**src/rtl/uart_tx_pkg.sv**
```systemverilog
// rtl/uart_tx_pkg.sv - shared UART constants: FSM encoding, parity types, default word width
package uart_tx_pkg;

    localparam int UART_DATA_WIDTH = 8;

    // Parity type encoding is shared with the RX parity checker.
    localparam logic PAR_EVEN = 1'b0;
    localparam logic PAR_ODD  = 1'b1;

    typedef enum logic [2:0] {
        ST_IDLE   = 3'd0,
        ST_START  = 3'd1,
        ST_DATA   = 3'd2,
        ST_PARITY = 3'd3,
        ST_STOP   = 3'd4
    } tx_state_t;

endpackage

```
**src/rtl/uart_tx_serializer.sv**
```systemverilog
// rtl/uart_tx_serializer.sv - load/shift register and bit counter for the TX data phase
module uart_tx_serializer
    import uart_tx_pkg::*;
#(
    parameter int DATA_WIDTH = UART_DATA_WIDTH,
    parameter int CNT_W      = (DATA_WIDTH > 1) ? $clog2(DATA_WIDTH) : 1
) (
    input  logic                  clk,
    input  logic                  rst_n,
    input  logic                  load,
    input  logic [DATA_WIDTH-1:0] load_data,
    input  logic                  shift,
    input  logic                  count,
    output logic                  bit_out,
    output logic                  done,
    output logic [DATA_WIDTH-1:0] word
);

    logic [DATA_WIDTH-1:0] word_q;
    logic [DATA_WIDTH-1:0] shreg_q;
    logic [CNT_W-1:0]      cnt_q;

    // word_q stays intact for parity; shreg_q always presents the next bit to send.
    always_ff @(posedge clk or negedge rst_n) begin
        if (!rst_n) begin
            word_q  <= '0;
            shreg_q <= '0;
            cnt_q   <= '0;
        end else if (load) begin
            word_q  <= load_data;
            shreg_q <= load_data;
            cnt_q   <= '0;
        end else begin
            if (shift) begin
                shreg_q <= shreg_q >> 1;
            end
            if (count) begin
                cnt_q <= cnt_q + 1'b1;
            end
        end
    end

    assign bit_out = shreg_q[0];
    assign done    = (cnt_q == CNT_W'(DATA_WIDTH - 1));
    assign word    = word_q;

endmodule

```
**src/rtl/uart_tx.sv**
```systemverilog
// rtl/uart_tx.sv - UART frame transmitter: start, LSB-first data, optional parity, stop
module uart_tx
    import uart_tx_pkg::*;
#(
    parameter int DATA_WIDTH = UART_DATA_WIDTH
) (
    input  logic                  CLK,
    input  logic                  RST,
    input  logic [DATA_WIDTH-1:0] P_DATA,
    input  logic                  Data_Valid,
    input  logic                  PAR_EN,
    input  logic                  PAR_TYP,
    output logic                  TX_OUT,
    output logic                  Busy
);

    tx_state_t             state;
    logic                  par_en_q;
    logic                  par_typ_q;
    logic                  ser_load;
    logic                  ser_shift;
    logic                  ser_count;
    logic                  ser_bit;
    logic                  ser_done;
    logic [DATA_WIDTH-1:0] ser_word;
    logic                  par_bit;

    assign ser_load  = (state == ST_IDLE) && Data_Valid;
    assign ser_shift = (state == ST_START) || ((state == ST_DATA) && !ser_done);
    assign ser_count = (state == ST_DATA) && !ser_done;
    assign par_bit   = (par_typ_q == PAR_ODD) ? ~^ser_word : ^ser_word;

    uart_tx_serializer #(
        .DATA_WIDTH (DATA_WIDTH)
    ) u_serializer (
        .clk       (CLK),
        .rst_n     (RST),
        .load      (ser_load),
        .load_data (P_DATA),
        .shift     (ser_shift),
        .count     (ser_count),
        .bit_out   (ser_bit),
        .done      (ser_done),
        .word      (ser_word)
    );

    always_ff @(posedge CLK or negedge RST) begin
        if (!RST) begin
            state     <= ST_IDLE;
            TX_OUT    <= 1'b1;
            Busy      <= 1'b0;
            par_en_q  <= 1'b0;
            par_typ_q <= 1'b0;
        end else begin
            case (state)
                ST_IDLE: begin
                    TX_OUT <= 1'b1;
                    Busy   <= 1'b0;
                    if (Data_Valid) begin
                        state     <= ST_START;
                        TX_OUT    <= 1'b0;
                        Busy      <= 1'b1;
                        par_en_q  <= PAR_EN;
                        par_typ_q <= PAR_TYP;
                    end
                end
                ST_START: begin
                    state  <= ST_DATA;
                    TX_OUT <= ser_bit;
                end
                ST_DATA: begin
                    if (!ser_done) begin
                        TX_OUT <= ser_bit;
                    end else if (par_en_q) begin
                        state  <= ST_PARITY;
                        TX_OUT <= par_bit;
                    end else begin
                        state  <= ST_STOP;
                        TX_OUT <= 1'b1;
                    end
                end
                ST_PARITY: begin
                    state  <= ST_STOP;
                    TX_OUT <= 1'b1;
                end
                ST_STOP: begin
                    // STOP never accepts: a held request is taken on the following IDLE edge.
                    state  <= ST_IDLE;
                    TX_OUT <= 1'b1;
                    Busy   <= 1'b0;
                end
                default: begin
                    state  <= ST_IDLE;
                    TX_OUT <= 1'b1;
                    Busy   <= 1'b0;
                end
            endcase
        end
    end

endmodule

```
**config.mk**
```make
export PLATFORM = sky130hd
export DESIGN_NAME = uart_tx
export DESIGN_NICKNAME = d
export VERILOG_FILES = /design/src/rtl/uart_tx_pkg.sv /design/src/rtl/uart_tx_serializer.sv /design/src/rtl/uart_tx.sv
export SDC_FILE = /design/constraint.sdc
export NUM_CORES = 1
export LEC_CHECK = 0
export CORE_ASPECT_RATIO = 1.25
export CORE_MARGIN = 2
export CORE_UTILIZATION = 40
export CTS_CLUSTER_DIAMETER = 200
export DETAILED_ROUTE_END_ITERATION = 7
export PLACE_DENSITY = 0.65
export SETUP_SLACK_MARGIN = 0.5
export SYNTH_ARGS = -nofsm -noshare
export SYNTH_HDL_FRONTEND = slang
export SYNTH_SLANG_ARGS = --single-unit
export TNS_END_PERCENT = 20
```
**constraint.sdc**
```tcl
create_clock -name CLK -period 2.2 [get_ports CLK]
set_clock_uncertainty 0.15 [all_clocks]
set_input_delay 0.44 -clock CLK [delete_from_list [all_inputs] [get_ports CLK]]
set_output_delay 0.44 -clock CLK [all_outputs]
set_load 0.02 [all_outputs]
```
* Yosys cells after proc, flatten, opt, wreduce, memory -nomap -nowiden
Index checks and enable logic that the tools add are counted.
Word-level totals: input port bits 13, logic and storage cells 42, bits in registers 26, output and inout bits 2
Cells by class: add/sub/neg operators 1, equal/unequal tests 6, reductions and logical operators 12, mux-type cells 15
Operator list (count):
- $mux W8 | 2
- $mux W3 | 5
- $pmux W3 S4 | 1
- $reduce_xnor A8 Y1 | 1
- $reduce_xor A8 Y1 | 1
- $eq A3 B2 Y1 const B | 2
- $mux W1 | 5
- $ne A2 B2 Y1 const B | 2
- $reduce_and A2 Y1 | 2
- $reduce_bool A2 Y1 | 2
- $add A3 B1 Y3 const B | 1
- $eq A3 B1 Y1 const B | 1
- $eq A3 B3 Y1 const B | 1
- $logic_not A3 Y1 | 1
- $pmux W1 S3 | 1
- $reduce_or A3 Y1 | 1
- $logic_and A1 B1 Y1 | 2
- $pmux W1 S2 | 1
- $logic_not A1 Y1 | 1
- $logic_or A1 B1 Y1 | 1

* Logic depth before layout (Yosys ltp)
word-level depth 6, depth in mapped cells 7, depth with buffers taken out 6

* Modules after synthesis
From an unflattened synthesis, not the netlist that was laid out.
Second synthesis, totals: cells, all modules 115, area total of the unflattened synthesis 1431.4 µm²
By module, submodules not included:
- uart_tx_serializer | cells an instance 69, seq. area each 475.5 µm², times used 1, area each 908.4 µm²
- uart_tx | cells an instance 46, seq. area each 176.4 µm², times used 1, area each 523.0 µm²

* Worst setup path after synthesis
No wires, ideal clock.
path type register to register, start register u_serializer.cnt_q[0], end register u_serializer.shreg_q[7], buffers on the path 1, required time 1924 ps, setup time 126 ps, period minus slack after synthesis 1924 ps, arrival time 1649 ps, setup slack 276 ps, stages on the path, launching flop included 7, cells stage by stage dfrtp_1 ha_1 ha_1 or3b_1 a21oi_4 buf_6 o21ai_0
On the way: cells in the longest elaborated chain, start to end 5
RTL lines:
- from (decl) | line uart_tx_serializer.sv:21 | logic [CNT_W-1:0] cnt_q;
- from (signal assigned) | line uart_tx_serializer.sv:38 | cnt_q <= cnt_q + 1'b1;
- $eq A3 B3 Y1 | line uart_tx_serializer.sv:44 | assign done = (cnt_q == CNT_W'(DATA_WIDTH - 1));
- $logic_not A1 Y1
- $logic_and A1 B1 Y1 | line uart_tx.sv:29 | assign ser_shift = (state == ST_START) || ((state == ST_DATA) && !ser_done);
- $logic_or A1 B1 Y1 | line uart_tx.sv:29
- $reduce_bool A2 Y1 (no line)
- to (signal assigned) | line uart_tx_serializer.sv:31 | shreg_q <= load_data;
- to (signal assigned) | line uart_tx_serializer.sv:35 | shreg_q <= shreg_q >> 1;
- to (decl) | line uart_tx_serializer.sv:20 | logic [DATA_WIDTH-1:0] shreg_q;
Every way passes these cells. A chain may end at the register's enable or synchronous reset.

* Worst setup path after layout
start register u_serializer.cnt_q[1], end register u_serializer.shreg_q[1]
Same word-level chain as after synthesis.

==> metrics list <==
- After synthesis, the cell types taking the most area are dfrtp_1 (47%), mux2_2 (7.6%), mux2i_1 (5.3%), nor4b_4 (3.6%), a21oi_1 (3.4%).
* Final routed wirelength across all metal layers: 2400 µm
- The floorplan step defined a die boundary enclosing 3800 µm².
- The pre-antenna-repair detailed-routing pass consisted of 4 iterations.
- Dominant cell by count in the synthesized netlist: dfrtp_1
* DRC violations left: 0
- Relative to the synthesized area, the layout overhead comes to 24.9%.
- Summed over all nets, the half-perimeter wirelength after detailed placement is 1680 µm.
- Count of flip-flops with a built-in enable after synthesis: 0
- The synthesized design spends more area on one cell type than any other, namely dfrtp_1.
* Distinct cell type count of the synthesized netlist: 31
* Largest delay share family, worst path: simple AND/OR/NAND/NOR gates
- Count of state elements after synthesis: 26
- On the worst path, the slowest cell contributes a delay of 390 ps.
- Starting Density: 0.416
* Min cycle time layout: 1880 ps
- The routed layout has 856 vias.
- Of the post-synthesis cell area, the dominant cell type holds 0.471.
- Longest Clk Path Bufs: 2
* Worst path bufs/invs: 1
* Ports placed on the boundary: 15
- Nets in the synthesized netlist: 123
- The worst setup path is launched from a register.
- Power density over the cells: 1510 nW/µm²
* Required time of the critical path: 2240 ps
* Post-Layout Inst Area: 1660 µm²
* Die Y: 68.4 µm
* Async set-or-reset flop fraction in the synthesized netlist: 1.00
* Worst Setup End Kind: register
- Entering global routing, the biggest net connects 27 pins.
- After technology mapping, the gate count stands at 108.
- Synthesized area per cell: 12.3 µm²
- Status: complete, no violations
- Clock latency on the worst-skew pair: 270 ps
- Highest net fanout along the worst path: 15
- In this run the standard cell core region covers 3190 µm².
* Net count of the finished layout: 147
- Setup TNS Final: 0 ps
- The Yosys step of the flow raised 0 warnings.
* Seq/Total Area, Yosys: 0.491
* Highest achievable clock rate: 533 MHz
- Iteration-0 DRC Markers: 27
- Global-route wire length before repair: 4200 µm
- The number of hold violations in the final report was 0.
- Clock slew seen by the registers of the worst setup and hold paths: 90 ps
- Commonest cells in the netlist: dfrtp_1 (25), nor2_1 (10), a21oi_1 (9), mux2_2 (9), mux2i_1 (7)
* List of cells traversed by the critical path: ha_2 -> ha_4 -> or3b_4 -> a21oi_4 -> buf_12 -> nor2_1 -> a21oi_1
- Across every metal layer, demand over resource in global routing totals 0.144.
- The worst pin sits at a relative slew slack of 0.768.
* Path type of the worst min-delay path: reg2reg
- GRT overflow: 0
* Worst hold margin: 373 ps
* TritonCTS clock tree: yes
* Worst vdd rail ir drop: 0.809 mV
* Initial antenna violation count: 0
- Antenna Diode Count: 0
- CP arrival: 1910 ps
* Final worst-path cycle share: 0.852
* Number of max-slew violations in the final report: 0
- The number of global-route vias before repair came to 964.
- The tool flagged a number of max-cap violations equal to 0.
- Number of port buffers: 14
* Detailed-route wire length per cell: 14.3 µm
- In the final layout, the share of cells above drive strength 1 is 0.328.
- In this run the clock root is driven by a clkbuf_8.
- RePlAce Congestion: 0.759
- In this run the horizontal extent of the chip is 55.5 µm.
* Total clock buffers created by CTS: 3
- Once detail routing completed, the nets flagged for antenna violations numbered 0.
* CTS HTree Levels: 1
* Critical path type: reg2reg
- Number of core rows: 23
- Slowest cell on the critical path: dfrtp_1
- Slew at the pin closest to its max-slew limit: 347 ps
- Setup violations remaining at the end of the flow were counted as 0.
* Post-Syn Area: 1330 µm²
- For this run, the leading register cell type out of synthesis is dfrtp_1.
- CTS saw 26 sinks.
* Post-CTS Hold Fix Bufs: 0
* Leakage: 0.695 nW
- Using the TritonRoute via totals, the vias-per-cell ratio works out to 5.10.
- Unrepaired setup endpoints after global routing: true
- Area after DPL: 1550 µm²
-- power breakdown --
group | leakage [nW] | switching, mW | internal [mW] | total (mW)
Sequential | 0.306 | 0.179 | 0.720 | 0.899
Combinational | 0.366 | 0.569 | 0.769 | 1.34
Clock | 0.0228 | 0.145 | 0.130 | 0.274
-- per-layer routing --
| metal | global-route usage | wire, µm | vias up |
|---|---|---|---|
| li1 | - | - | 429 |
| met1 | 0.162 | 1070 | 414 |
| met5 | 0 | 0 | - |
| met3 | 0.0321 | 74 | 4 |
| met2 | 0.262 | 1220 | 9 |
| met4 | 0.0671 | 37 | 0 |
-- layout by cell type, fill, tap and decap left out, drive strengths merged, types with 3 or more instances in the layout --
cell / instances
a21oi: 13
buf: 11
clkbuf: 4
clkdlybuf4s50: 13
dfrtp: 25
inv: 3
mux2: 10
mux2i: 7
nand2: 4
nor2: 12
o21ai: 4
-- state kept, by name, indices dropped and copies added, names as in the netlist --
signal                cells
u_serializer.shreg_q      8
u_serializer.word         8
state                     3
u_serializer.cnt_q        3
Busy                      1
TX_OUT                    1
par_en_q                  1
par_typ_q                 1
-- cell families after synthesis --
logic type,synth area share
AND/OR/NAND/NOR,0.112
adder cells (fa/ha/maj),0.0188
multiplexers,0.138
buffers and inverters,0.0396
flip-flops,0.491
XOR/XNOR,0.0716
AO/OA/AOI/OAI,0.129
-- layout make-up --
class                      instances  area [µm²]
fill                             297        1540
clock buffer                       4        45.0
sequential                        26         654
inverter                           3        11.3
timing repair buffer              25         234
multi-input combinational         73         667
tap                               37        46.3
-- through the flow --
stage | cells | worst slack [ps] | power, mW | util
after global placement | 159 | 120 | 2.09 | 0.485
after CTS | 168 | 326 | 2.53 | 0.518
after detailed placement | 159 | 85.0 | 2.14 | 0.485
final | 168 | 325 | 2.51 | 0.519
after floorplan | 108 | 414 | 1.85 | -
after global routing | 168 | 266 | 2.71 | 0.519
-- final timing paths --
path / from / slack, ps / cells after the start / endpoint
max: u_serializer.cnt_q[1]$_DFFE_PN0P_ / 320 / 7 / u_serializer.shreg_q[1]$_DFFE_PN0P_
min: u_serializer.cnt_q[1]$_DFFE_PN0P_ / 370 / 1 / u_serializer.cnt_q[1]$_DFFE_PN0P_
max reg2reg: u_serializer.cnt_q[1]$_DFFE_PN0P_ / 320 / 7 / u_serializer.shreg_q[1]$_DFFE_PN0P_
min reg2reg: u_serializer.cnt_q[1]$_DFFE_PN0P_ / 370 / 1 / u_serializer.cnt_q[1]$_DFFE_PN0P_
max in group asynchronous: RST / 1230 / 2 / TX_OUT$_DFF_PN1_
min in group asynchronous: RST / 380 / 2 / Busy$_DFFE_PN0N_
-- timing repair --
item,4_1_cts,5_1_grt
setup buffers,5,0
setup endpoints to repair,20,22
gates resized for setup,11,1
cloned,0,0
pin swaps,2,0
(Power assumes the default switching activity.)
